$ cat src/rtl/risc16_ctrl_fsm_if.sv
// Control bundle between the RiSC-16 sequencer (master) and the memories/datapath (slave).
// RISC16_PERF_CNT_EN adds the cycle_cnt/instret_cnt performance counters to the bundle.
interface risc16_ctrl_fsm_if;
    logic        run;
    logic [15:0] instr;
    logic        imem_ack;
    logic        dmem_ack;
    logic        alu_zero;
    logic        imem_req;
    logic        ir_load;
    logic        pc_en;
    logic [1:0]  pc_sel;
    logic [1:0]  alu_op;
    logic        alu_src_imm;
    logic        rf_we;
    logic [1:0]  rf_wsel;
    logic        dmem_req;
    logic        dmem_we;
    logic        halted;
    logic        fault;
`ifdef RISC16_PERF_CNT_EN
    logic [31:0] cycle_cnt;
    logic [31:0] instret_cnt;

    modport master (
        input  run, instr, imem_ack, dmem_ack, alu_zero,
        output imem_req, ir_load, pc_en, pc_sel, alu_op, alu_src_imm,
               rf_we, rf_wsel, dmem_req, dmem_we, halted, fault,
               cycle_cnt, instret_cnt
    );
    modport slave (
        output run, instr, imem_ack, dmem_ack, alu_zero,
        input  imem_req, ir_load, pc_en, pc_sel, alu_op, alu_src_imm,
               rf_we, rf_wsel, dmem_req, dmem_we, halted, fault,
               cycle_cnt, instret_cnt
    );
`else
    modport master (
        input  run, instr, imem_ack, dmem_ack, alu_zero,
        output imem_req, ir_load, pc_en, pc_sel, alu_op, alu_src_imm,
               rf_we, rf_wsel, dmem_req, dmem_we, halted, fault
    );
    modport slave (
        output run, instr, imem_ack, dmem_ack, alu_zero,
        input  imem_req, ir_load, pc_en, pc_sel, alu_op, alu_src_imm,
               rf_we, rf_wsel, dmem_req, dmem_we, halted, fault
    );
`endif
endinterface

$ cat src/rtl/risc16_ctrl_fsm.sv
// RiSC-16 multi-cycle control FSM; optional RISC16_PERF_CNT_EN adds cycle/instret counters.
// 4 cycles FETCH-to-pc_en (5 for LW/SW), +1 per imem/dmem wait cycle; watchdog halts on stalled ack.
module risc16_ctrl_fsm #(
    parameter int TIMEOUT   = 255,
    parameter int TIMEOUT_W = 8
) (
    input  logic              clk,
    input  logic              rst,
    risc16_ctrl_fsm_if.master bus
);
    typedef enum logic [2:0] {IDLE, FETCH, DECODE, EXEC, MEM, WB, HALT} state_t;

    localparam logic [2:0] OP_ADD  = 3'b000;
    localparam logic [2:0] OP_ADDI = 3'b001;
    localparam logic [2:0] OP_NAND = 3'b010;
    localparam logic [2:0] OP_LUI  = 3'b011;
    localparam logic [2:0] OP_SW   = 3'b100;
    localparam logic [2:0] OP_LW   = 3'b101;
    localparam logic [2:0] OP_BEQ  = 3'b110;
    localparam logic [2:0] OP_JALR = 3'b111;

    localparam bit                   WD_EN   = (TIMEOUT > 0);
    localparam logic [TIMEOUT_W-1:0] WD_LAST = TIMEOUT_W'((TIMEOUT > 0) ? TIMEOUT - 1 : 0);

    state_t               state, state_n;
    logic [15:0]          ir, ir_n;
    logic                 take_br, take_br_n;
    logic [TIMEOUT_W-1:0] wd_cnt, wd_cnt_n;
    logic                 wd_hit, wd_expire;
    logic [2:0]           op, op_n;

    logic       imem_req_n, pc_en_n, alu_src_imm_n, rf_we_n;
    logic       dmem_req_n, dmem_we_n, halted_n, fault_n;
    logic [1:0] pc_sel_n, alu_op_n, rf_wsel_n;

    assign op      = ir[15:13];
    assign op_n    = ir_n[15:13];
    assign wd_hit  = WD_EN && (wd_cnt == WD_LAST);

    assign bus.ir_load = (state == FETCH) && bus.imem_ack;

    // Next state; an ack in the expiry cycle takes priority over the watchdog.
    always_comb begin
        state_n   = state;
        ir_n      = ir;
        take_br_n = take_br;
        wd_cnt_n  = wd_cnt + 1'b1;
        wd_expire = 1'b0;
        case (state)
            IDLE:   if (bus.run) state_n = FETCH;
            FETCH: begin
                if (bus.imem_ack) begin
                    ir_n    = bus.instr;
                    state_n = DECODE;
                end else if (wd_hit) begin
                    wd_expire = 1'b1;
                    state_n   = HALT;
                end
            end
            DECODE: state_n = (op == OP_JALR && ir[6:0] != 7'd0) ? HALT : EXEC;
            EXEC: begin
                take_br_n = bus.alu_zero;
                state_n   = (op == OP_LW || op == OP_SW) ? MEM : WB;
            end
            MEM: begin
                if (bus.dmem_ack) begin
                    state_n = WB;
                end else if (wd_hit) begin
                    wd_expire = 1'b1;
                    state_n   = HALT;
                end
            end
            WB:      state_n = bus.run ? FETCH : IDLE;
            HALT:    state_n = HALT;
            default: state_n = IDLE;
        endcase
        if (state_n != state && (state_n == FETCH || state_n == MEM)) wd_cnt_n = '0;
    end

    // Moore decode of the upcoming state so every strobe leaves a flop.
    always_comb begin
        imem_req_n    = (state_n == FETCH);
        pc_en_n       = (state_n == WB);
        dmem_req_n    = (state_n == MEM);
        dmem_we_n     = (state_n == MEM) && (op_n == OP_SW);
        halted_n      = (state_n == HALT);
        fault_n       = bus.fault | wd_expire;
        pc_sel_n      = 2'b00;
        alu_op_n      = 2'b00;
        alu_src_imm_n = 1'b0;
        rf_we_n       = 1'b0;
        rf_wsel_n     = 2'b00;
        if (state_n == EXEC) begin
            case (op_n)
                OP_ADDI, OP_SW, OP_LW: alu_src_imm_n = 1'b1;
                OP_NAND:               alu_op_n = 2'b01;
                OP_LUI: begin
                    alu_op_n      = 2'b10;
                    alu_src_imm_n = 1'b1;
                end
                OP_BEQ:                alu_op_n = 2'b11;
                OP_JALR:               alu_op_n = 2'b10;
                default:               alu_op_n = 2'b00;
            endcase
        end
        if (state_n == WB) begin
            case (op_n)
                OP_ADD, OP_ADDI, OP_NAND, OP_LUI: rf_we_n = 1'b1;
                OP_LW: begin
                    rf_we_n   = 1'b1;
                    rf_wsel_n = 2'b01;
                end
                OP_JALR: begin
                    rf_we_n   = 1'b1;
                    rf_wsel_n = 2'b10;
                    pc_sel_n  = 2'b10;
                end
                OP_BEQ:  pc_sel_n = take_br_n ? 2'b01 : 2'b00;
                default: rf_we_n = 1'b0;
            endcase
        end
    end

    always_ff @(posedge clk or posedge rst) begin
        if (rst) begin
            state           <= IDLE;
            ir              <= '0;
            take_br         <= 1'b0;
            wd_cnt          <= '0;
            bus.imem_req    <= 1'b0;
            bus.pc_en       <= 1'b0;
            bus.pc_sel      <= 2'b00;
            bus.alu_op      <= 2'b00;
            bus.alu_src_imm <= 1'b0;
            bus.rf_we       <= 1'b0;
            bus.rf_wsel     <= 2'b00;
            bus.dmem_req    <= 1'b0;
            bus.dmem_we     <= 1'b0;
            bus.halted      <= 1'b0;
            bus.fault       <= 1'b0;
        end else begin
            state           <= state_n;
            ir              <= ir_n;
            take_br         <= take_br_n;
            wd_cnt          <= wd_cnt_n;
            bus.imem_req    <= imem_req_n;
            bus.pc_en       <= pc_en_n;
            bus.pc_sel      <= pc_sel_n;
            bus.alu_op      <= alu_op_n;
            bus.alu_src_imm <= alu_src_imm_n;
            bus.rf_we       <= rf_we_n;
            bus.rf_wsel     <= rf_wsel_n;
            bus.dmem_req    <= dmem_req_n;
            bus.dmem_we     <= dmem_we_n;
            bus.halted      <= halted_n;
            bus.fault       <= fault_n;
        end
    end

`ifdef RISC16_PERF_CNT_EN
    always_ff @(posedge clk or posedge rst) begin
        if (rst) begin
            bus.cycle_cnt   <= '0;
            bus.instret_cnt <= '0;
        end else begin
            if (state != IDLE && state != HALT) bus.cycle_cnt <= bus.cycle_cnt + 32'd1;
            if (bus.pc_en) bus.instret_cnt <= bus.instret_cnt + 32'd1;
        end
    end
`endif
endmodule

$ cat src/flat_wrapper.sv
// flat-port wrapper written by rule: the top's interface ports become plain ports
module risc16_ctrl_fsm_flat 
#(
    parameter int TIMEOUT   = 255,
    parameter int TIMEOUT_W = 8
)
  (clk, rst, bus_run, bus_instr, bus_imem_ack, bus_dmem_ack, bus_alu_zero, bus_imem_req, bus_ir_load, bus_pc_en, bus_pc_sel, bus_alu_op, bus_alu_src_imm, bus_rf_we, bus_rf_wsel, bus_dmem_req, bus_dmem_we, bus_halted, bus_fault);
  risc16_ctrl_fsm_if bus_i ();
  input  logic clk;
  input  logic rst;
  input wire logic [$bits(bus_i.run)-1:0] bus_run;
  input wire logic [$bits(bus_i.instr)-1:0] bus_instr;
  input wire logic [$bits(bus_i.imem_ack)-1:0] bus_imem_ack;
  input wire logic [$bits(bus_i.dmem_ack)-1:0] bus_dmem_ack;
  input wire logic [$bits(bus_i.alu_zero)-1:0] bus_alu_zero;
  output wire logic [$bits(bus_i.imem_req)-1:0] bus_imem_req;
  output wire logic [$bits(bus_i.ir_load)-1:0] bus_ir_load;
  output wire logic [$bits(bus_i.pc_en)-1:0] bus_pc_en;
  output wire logic [$bits(bus_i.pc_sel)-1:0] bus_pc_sel;
  output wire logic [$bits(bus_i.alu_op)-1:0] bus_alu_op;
  output wire logic [$bits(bus_i.alu_src_imm)-1:0] bus_alu_src_imm;
  output wire logic [$bits(bus_i.rf_we)-1:0] bus_rf_we;
  output wire logic [$bits(bus_i.rf_wsel)-1:0] bus_rf_wsel;
  output wire logic [$bits(bus_i.dmem_req)-1:0] bus_dmem_req;
  output wire logic [$bits(bus_i.dmem_we)-1:0] bus_dmem_we;
  output wire logic [$bits(bus_i.halted)-1:0] bus_halted;
  output wire logic [$bits(bus_i.fault)-1:0] bus_fault;
  assign bus_i.run = bus_run;
  assign bus_i.instr = bus_instr;
  assign bus_i.imem_ack = bus_imem_ack;
  assign bus_i.dmem_ack = bus_dmem_ack;
  assign bus_i.alu_zero = bus_alu_zero;
  assign bus_imem_req = bus_i.imem_req;
  assign bus_ir_load = bus_i.ir_load;
  assign bus_pc_en = bus_i.pc_en;
  assign bus_pc_sel = bus_i.pc_sel;
  assign bus_alu_op = bus_i.alu_op;
  assign bus_alu_src_imm = bus_i.alu_src_imm;
  assign bus_rf_we = bus_i.rf_we;
  assign bus_rf_wsel = bus_i.rf_wsel;
  assign bus_dmem_req = bus_i.dmem_req;
  assign bus_dmem_we = bus_i.dmem_we;
  assign bus_halted = bus_i.halted;
  assign bus_fault = bus_i.fault;
  risc16_ctrl_fsm #(.TIMEOUT(TIMEOUT), .TIMEOUT_W(TIMEOUT_W)) u_core (.clk(clk), .rst(rst), .bus(bus_i));
endmodule
$ cat config.mk
export PLATFORM = sky130hd
export DESIGN_NAME = risc16_ctrl_fsm_flat
export DESIGN_NICKNAME = d
export VERILOG_FILES = /design/src/rtl/risc16_ctrl_fsm_if.sv /design/src/rtl/risc16_ctrl_fsm.sv /design/src/flat_wrapper.sv
export SDC_FILE = /design/constraint.sdc
export NUM_CORES = 1
export LEC_CHECK = 0
export ABC_CLOCK_PERIOD_IN_PS = 1800
export BUFFER_PORTS_ARGS = -buffer_cell sky130_fd_sc_hd__clkbuf_2
export CAP_MARGIN = 40
export CORE_MARGIN = 2
export CORE_UTILIZATION = 40
export CTS_BUF_LIST = sky130_fd_sc_hd__clkbuf_8
export DETAILED_ROUTE_END_ITERATION = 10
export GPL_TIMING_DRIVEN = 0
export HOLD_SLACK_MARGIN = 0.15
export PLACE_DENSITY = 0.65
export SLEW_MARGIN = 20
export SYNTH_ARGS = -nofsm -noshare
export SYNTH_HDL_FRONTEND = slang
export SYNTH_SLANG_ARGS = --single-unit
$ cat constraint.sdc
create_clock -name clk -period 1.8 [get_ports clk]
set_input_delay 0.27 -clock clk [delete_from_list [all_inputs] [get_ports clk]]
set_output_delay 0.27 -clock clk [all_outputs]
set_load 0.005 [all_outputs]
==> flow_summary.toml, run 1 <==
[status]
status = "finished, violations left"
violations = "negative setup slack"

[synthesis]
yosysTopAreaCellShare_pct = 57.2
synth_area_leaders = "dfrtp_1 (57%), mux2_2 (7.1%), nor3_1 (2.9%), nor2_1 (2.4%), xor2_1 (2.2%)"
yosysMostFrequentCell = "dfrtp_1"
ys_types = 40
synth-edff-count = 0
yosysSeqAreaShare_pct = 57.2
synth_area_leader_cell = "dfrtp_1"
avgSynthCellArea_um2 = 12.2
synth_cells = 129
synth-seq-cells = 36
mappedNetlistNets = 153
synth_commonest_cells = "dfrtp_1 (36), mux2_2 (10), nor2_1 (10)"
synth_warnings = 0
async_reset_ff_share_pct = 100
syn_area_um2 = 1580
synth_ff_type = "dfrtp_1"

[global_routing]
antenna_found_initial = 0
grt_pass1_wl_um = 5330
grt_pass1_vias = 1218
grt_usage_pct = 16.3
grt_overflow = 0
grt_max_degree = 37

[sta]
hold_viol_final = 0
rsz0062_at_grt = "yes"
hold_ws_ns = 0.214
fmax_mhz = 545
fin_ws_ns = -0.0346
finalCritPeriodShare_pct = 102
clock_skew_ns = 0.00891
finalCriticalPeriod_ns = 1.83
tns_ns = -0.0375
relSlewSlack_pct = 76.6
finalMaxSlewViolations = 0
finalSetupViolCount = 3
worst_slew_pin_slew_ns = 0.348

[routing]
dr_total_vias = 1207
vias_per_cell = 5.18
drt_wl_total_um = 3490
first_pass_iters = 3
wl_per_cell_um = 15.0
dr.first_iter.drc_count = 50
drc = 0
postRouteAntennaNets = 0

[critical_path]
cp_data_required_time_ns = 2.00
critical_path_class = "reg2reg"
critPathMaxStageDelay_ns = 0.50
cp_slowest_cell = "dfrtp_2"
path_cells = "nand3b_1, o32ai_4, o21ba_2, nand4b_1, nor4_4"
end_kind = "register"
worstRegToRegCells = 5
crit_arrival_ns = 2.03
path_buf_inv = 0
worst_r2r_endpoint = "u_core.bus.dmem_we$_DFF_PP0_"
crit_path_max_fanout = 8
rrSetupSlack_ns = -0.03
critPathTopFamily = "simple AND/OR/NAND/NOR gates"
reg2reg_from = "u_core.state[2]$_DFF_PP0_"
cp-start-kind = "register"

[clock_network]
path_clk_slew_ns = 0.08
cts_tree = "built"
cts_sinks = 36
cts_buffers = 5
root_buffer = "clkbuf_8"
cts_buffer_depth = 2
htreeDepth = 2
clock_latency_ns = 0.29

[die]
ioPinCount = 37
initial_core_util_pct = 42.4
rows = 22
die_area_um2 = 4460
die_h_um = 66.8
dieWidth_um = 66.8
design.core.area_um2 = 3720

[finish]
synthToLayoutAreaGrowth_pct = 42.9
fillers = 301
postLayoutCoreUtil_pct = 60.6
post_route_cells_drive_above_1_share_pct = 56.2
nNetsFinal = 208
diodes = 0

[power_and_ir_drop]
ir_drop_v = 0.000769
p_per_area_nw_per_um2 = 1600
static-leakage-power_nw = 1.04
power_mw = 3.60

[place]
gp_congestion = 0.842
place_ws_ns = -0.166
port_buffers = 30
hpwl_um = 2150

[min_path]
hold_path_class = "in2reg"
min-delay-start = "bus_instr[0]"
hold_depth = 2
worstHoldEndpoint = "u_core.ir[0]$_DFFE_PP0P_"

[flow_run]
drv_cap = 0
## logic make-up (layout without fill, tap and decap cells)
group	Yosys count	in the layout	synth area share [%]
AO/OA/AOI/OAI	14	14	6.43
XOR/XNOR	6	6	3.34
adder cells (fa/ha/maj)	2	2	1.59
buffers and inverters	9	65	2.70
flip-flops	36	36	57.2
multiplexers	12	12	8.42
AND/OR/NAND/NOR	50	50	20.3
## cells in the final DEF (no fill, tap or decap), types with 2 or more instances in the layout
cell type,instances
dfrtp_1,34
clkbuf_2,30
buf_4,15
nor2_1,10
mux2_2,9
nor3_2,7
clkbuf_8,5
buf_6,4
nand2_1,4
o21ai_0,4
xor2_1,4
nor4_4,3
inv_1,3
nand3_1,3
nor3_4,2
clkinvlp_4,2
nand2b_4,2
and4_4,2
o22ai_1,2
inv_2,2
and3_1,2
xnor2_1,2
ha_1,2
dfrtp_2,2
## layer usage
layer  part of all wire [%]  up-vias  routed length, µm  global-route usage, %
li1                       -      570                  -                      -
met1                     40      603               1410                   19.1
met2                     52       25               1820                   27.5
met3                    4.4        9                155                   4.05
met4                    2.9        0                101                   8.67
met5                      0        -                  0                      0
## worst max-delay path by stage
stage                     cells after the start  slack, ns                        from                      endpoint
final                                         5      -0.03   u_core.state[2]$_DFF_PP0_  u_core.bus.dmem_we$_DFF_PP0_
after global routing                          5      -0.13   u_core.state[2]$_DFF_PP0_  u_core.bus.dmem_we$_DFF_PP0_
after CTS                                     6      0.004  u_core.wd_cnt[4]$_DFF_PP0_    u_core.wd_cnt[6]$_DFF_PP0_
after floorplan                               5       0.13  u_core.wd_cnt[5]$_DFF_PP0_    u_core.wd_cnt[2]$_DFF_PP0_
after detailed placement                      6      -0.17   u_core.state[0]$_DFF_PP0_  u_core.bus.dmem_we$_DFF_PP0_
after global placement                        6      -0.11   u_core.state[0]$_DFF_PP0_  u_core.bus.dmem_we$_DFF_PP0_
## through the flow
step	std cells	instance area, µm²
2_1_floorplan	129	1580
3_3_place_gp	207	1790
3_5_place_dp	207	1790
4_1_cts	219	1960
5_1_grt	233	2250
6_report	233	2250
## flip-flops by register name (all words and copies together), names as in the netlist, 2 cells and up
| name | count |
|---|---|
| u_core.wd_cnt | 8 |
| u_core.state | 3 |
| u_core.bus.pc_sel | 2 |
| u_core.bus.alu_op | 2 |
| u_core.bus.rf_wsel | 2 |
| u_core.ir | 10 |
## cell type report
class	count	area (µm²)	area share (%)
Clock buffer	5	68.8	3.06
Inverter	6	26.3	1.17
Buffer	2	22.5	1.00
Multi-Input combinational cell	84	812	36.1
Clock inverter	3	42.5	1.89
Sequential cell	36	903	40.1
Timing Repair Buffer	49	315	14.0
Tap cell	48	60.1	2.67
## power breakdown
part           switching, mW  leakage (nW)  internal (mW)
clock network          0.296        0.0541          0.410
registers              0.228         0.465           1.06
logic                  0.765         0.520          0.836
## what timing repair did
action | 4_1_cts | 5_1_grt
setup buffers | 3 | 14
setup endpoints to repair | 17 | 15
pin swaps | 1 | 9
hold endpoints to repair | 36 | 0
resized for setup | 9 | 34
hold buffers | 1 | 0
Note: power is estimated with default switching activity, not from simulation.
==> inputs of run 2 (changes only) <==
Settings changed: ABC_AREA set to 1.
==> flow_summary.toml, run 2 <==
[global_routing]
grt_pass1_wl_um = 5490
grt_pass1_vias = 1251
antenna_found_initial = 0
grt_usage_pct = 16.2
grt_overflow = 0
grt_max_degree = 37

[clock_network]
cts_sinks = 36
clock_latency_ns = 0.28
htreeDepth = 2
path_clk_slew_ns = 0.06
root_buffer = "clkbuf_8"
cts_buffer_depth = 2
cts_buffers = 5
cts_tree = "built"

[finish]
layout_commonest_cell = "nand2_1"
nNetsFinal = 253
post_route_cells_drive_above_1_share_pct = 37.1
final_cell_mix = "nand2_1 (47), dfrtp_1 (33), clkbuf_2 (30)"
diodes = 0
synthToLayoutAreaGrowth_pct = 26.2
fin_cells = 279
top_register = "u_core.ir"
reg.largest.list = "u_core.ir x10, u_core.wd_cnt x8, u_core.state x3"
largest_reg_flops = 10

[critical_path]
startpoint = "u_core.wd_cnt[0]$_DFF_PP0_"
rrSetupSlack_ns = 0.03
worst_r2r_endpoint = "u_core.wd_cnt[5]$_DFF_PP0_"
crit_path_max_fanout = 8
reg2reg_from = "u_core.wd_cnt[0]$_DFF_PP0_"
worstRegToRegCells = 10
cp_data_required_time_ns = 2.01
cp-start-kind = "register"
end_kind = "register"
critical_path_class = "reg2reg"
crit_arrival_ns = 1.98

[power_and_ir_drop]
power_mw = 3.56
ir_drop_v = 0.000651
share_seq_of_total_power_pct = 35.3
swShare_pct = 42.7
p_per_area_nw_per_um2 = 1670
p_int_mw = 2.04
static-leakage-power_nw = 1.10
p_comb_share_pct = 47.7
p_switching_mw = 1.52
power.share.clock_pct = 17.0

[place]
dp.cells = 268
port_buffers = 30
gp_congestion = 0.855
hpwl_um = 2240

[routing]
wl_per_cell_um = 11.5
dr.first_iter.drc_count = 57
dr_total_vias = 1285
vias_per_cell = 4.61
drc = 0
postRouteAntennaNets = 0
first_pass_iters = 4
drt_wl_total_um = 3200

[min_path]
worstHoldEndpoint = "u_core.ir[2]$_DFFE_PP0P_"
hold_path_class = "in2reg"
min-delay-start = "bus_instr[2]"
hold_depth = 3

[synthesis]
yosysMostFrequentCell = "nand2_1"
syn_area_um2 = 1680
ys_types = 24
synth_ff_type = "dfrtp_1"
synth-edff-count = 0
synth_cells = 188
yosysTopAreaCellShare_pct = 53.5
synth_warnings = 0
synth_area_leaders = "dfrtp_1 (53%), nand2_1 (12%), inv_1 (4.7%), nor2_1 (4.7%), nand3_1 (3.3%)"
mappedNetlistNets = 212
yosysSeqAreaShare_pct = 53.5
synth_commonest_cells = "nand2_1 (52), dfrtp_1 (36), inv_1 (21), nor2_1 (21), nand3_1 (11)"
synth_area_leader_cell = "dfrtp_1"
synth-seq-cells = 36
async_reset_ff_share_pct = 100
avgSynthCellArea_um2 = 8.96

[sta]
finalCritPeriodShare_pct = 98.5
finalCriticalPeriod_ns = 1.77
hold_viol_final = 0
relSlewSlack_pct = 51.9
clock_skew_ns = 0.00411
hold_ws_ns = 0.178
finalSetupViolCount = 0
fmax_mhz = 564
worst_slew_pin_slew_ns = 0.720
finalMaxSlewViolations = 0

[die]
ioPinCount = 37
die_h_um = 68.9
dieWidth_um = 68.9
die_area_um2 = 4750
initial_core_util_pct = 41.8
rows = 23
design.core.area_um2 = 4030

[flow_run]
drv_cap = 0

[status]
status = "complete, no violations"
-- run 2: cell count changes in the layout (fill, tap and decap cells not counted), sizes merged, moves of 3 or more --
cell,change
a21oi,+8
and4,-3
buf,-15
inv,+20
mux2,-10
nand2,+52
nand2b,-3
nand3,+9
nand4,+3
nor2,+13
nor3,-7
-- run 2: logic make-up (layout without fill, tap and decap cells) --
family,Yosys count,count (layout),synth area share [%]
compound gates,15,15,6.69
xor+xnor,6,6,3.12
flops,36,36,53.5
buf+inv,27,68,6.91
simple gates,102,102,28.3
fa+ha+maj,2,2,1.49
-- run 2: worst max-delay path by stage --
stage                                  to  slack (ns)  depth (start not counted)
2_1_floorplan  u_core.wd_cnt[0]$_DFF_PP0_        0.28                         12
3_3_place_gp   u_core.wd_cnt[0]$_DFF_PP0_        0.05                         10
5_1_grt        u_core.wd_cnt[5]$_DFF_PP0_       -0.09                         10
3_5_place_dp   u_core.wd_cnt[7]$_DFF_PP0_        0.02                         10
4_1_cts        u_core.wd_cnt[7]$_DFF_PP0_       0.007                         10
6_report       u_core.wd_cnt[5]$_DFF_PP0_        0.03                         10
-- run 2: worst max-delay path, cell delays in order (launching register included) --
cell and delay, ns:
dfrtp_1 0.40, inv_1 0.07, ha_2 0.17, inv_2 0.03
nor2_1 0.14, nand2_2 0.13, nand3_2 0.12, nand4_2 0.17
nand2_2 0.12, nand3_4 0.16, a21oi_2 0.18
-- run 2: per-layer routing --
layer / global-route usage (%) / share of wire, %
met3: 4.87 / 4.0
met1: 21.7 / 48
met2: 24.3 / 45
met4: 7.35 / 2.3
met5: 0 / 0
-- run 2: layout make-up --
type | count | area (µm²)
fill | 388 | 1900
sequential | 36 | 905
multi-input combinational | 125 | 763
timing repair buffer | 34 | 183
clock buffer | 7 | 96.3
inverter | 25 | 93.8
tap | 50 | 62.6
buffer | 2 | 22.5
-- run 2: power groups by stage --
stage | clock, mW | sequential [mW] | combinational [mW]
CTS | 0.629 | 1.25 | 1.38
global route | 0.671 | 1.29 | 1.91
floorplan | 0 | 1.23 | 1.05
detailed placement | 0 | 1.26 | 1.37
finish | 0.605 | 1.26 | 1.70
global placement | 0 | 1.25 | 1.33
-- run 2: metrics by stage --
step           util (%)  setup slack, ns  area [µm²]  TNS [ns]
2_1_floorplan         -            0.276        1680         0
3_3_place_gp       47.1           0.0525        1900         0
3_5_place_dp       47.1           0.0206        1900         0
4_1_cts            49.7          0.00717        2000         0
5_1_grt            52.8          -0.0903        2130    -0.629
6_report           52.8           0.0266        2130         0
-- run 2: repair_timing --
action / CTS / global route
hold endpoints to repair: 36 / 0
endpoints found under the setup margin: 0 / 9
hold buffers: 1 / 0
setup buffers: 0 / 3
resized for setup: 0 / 28
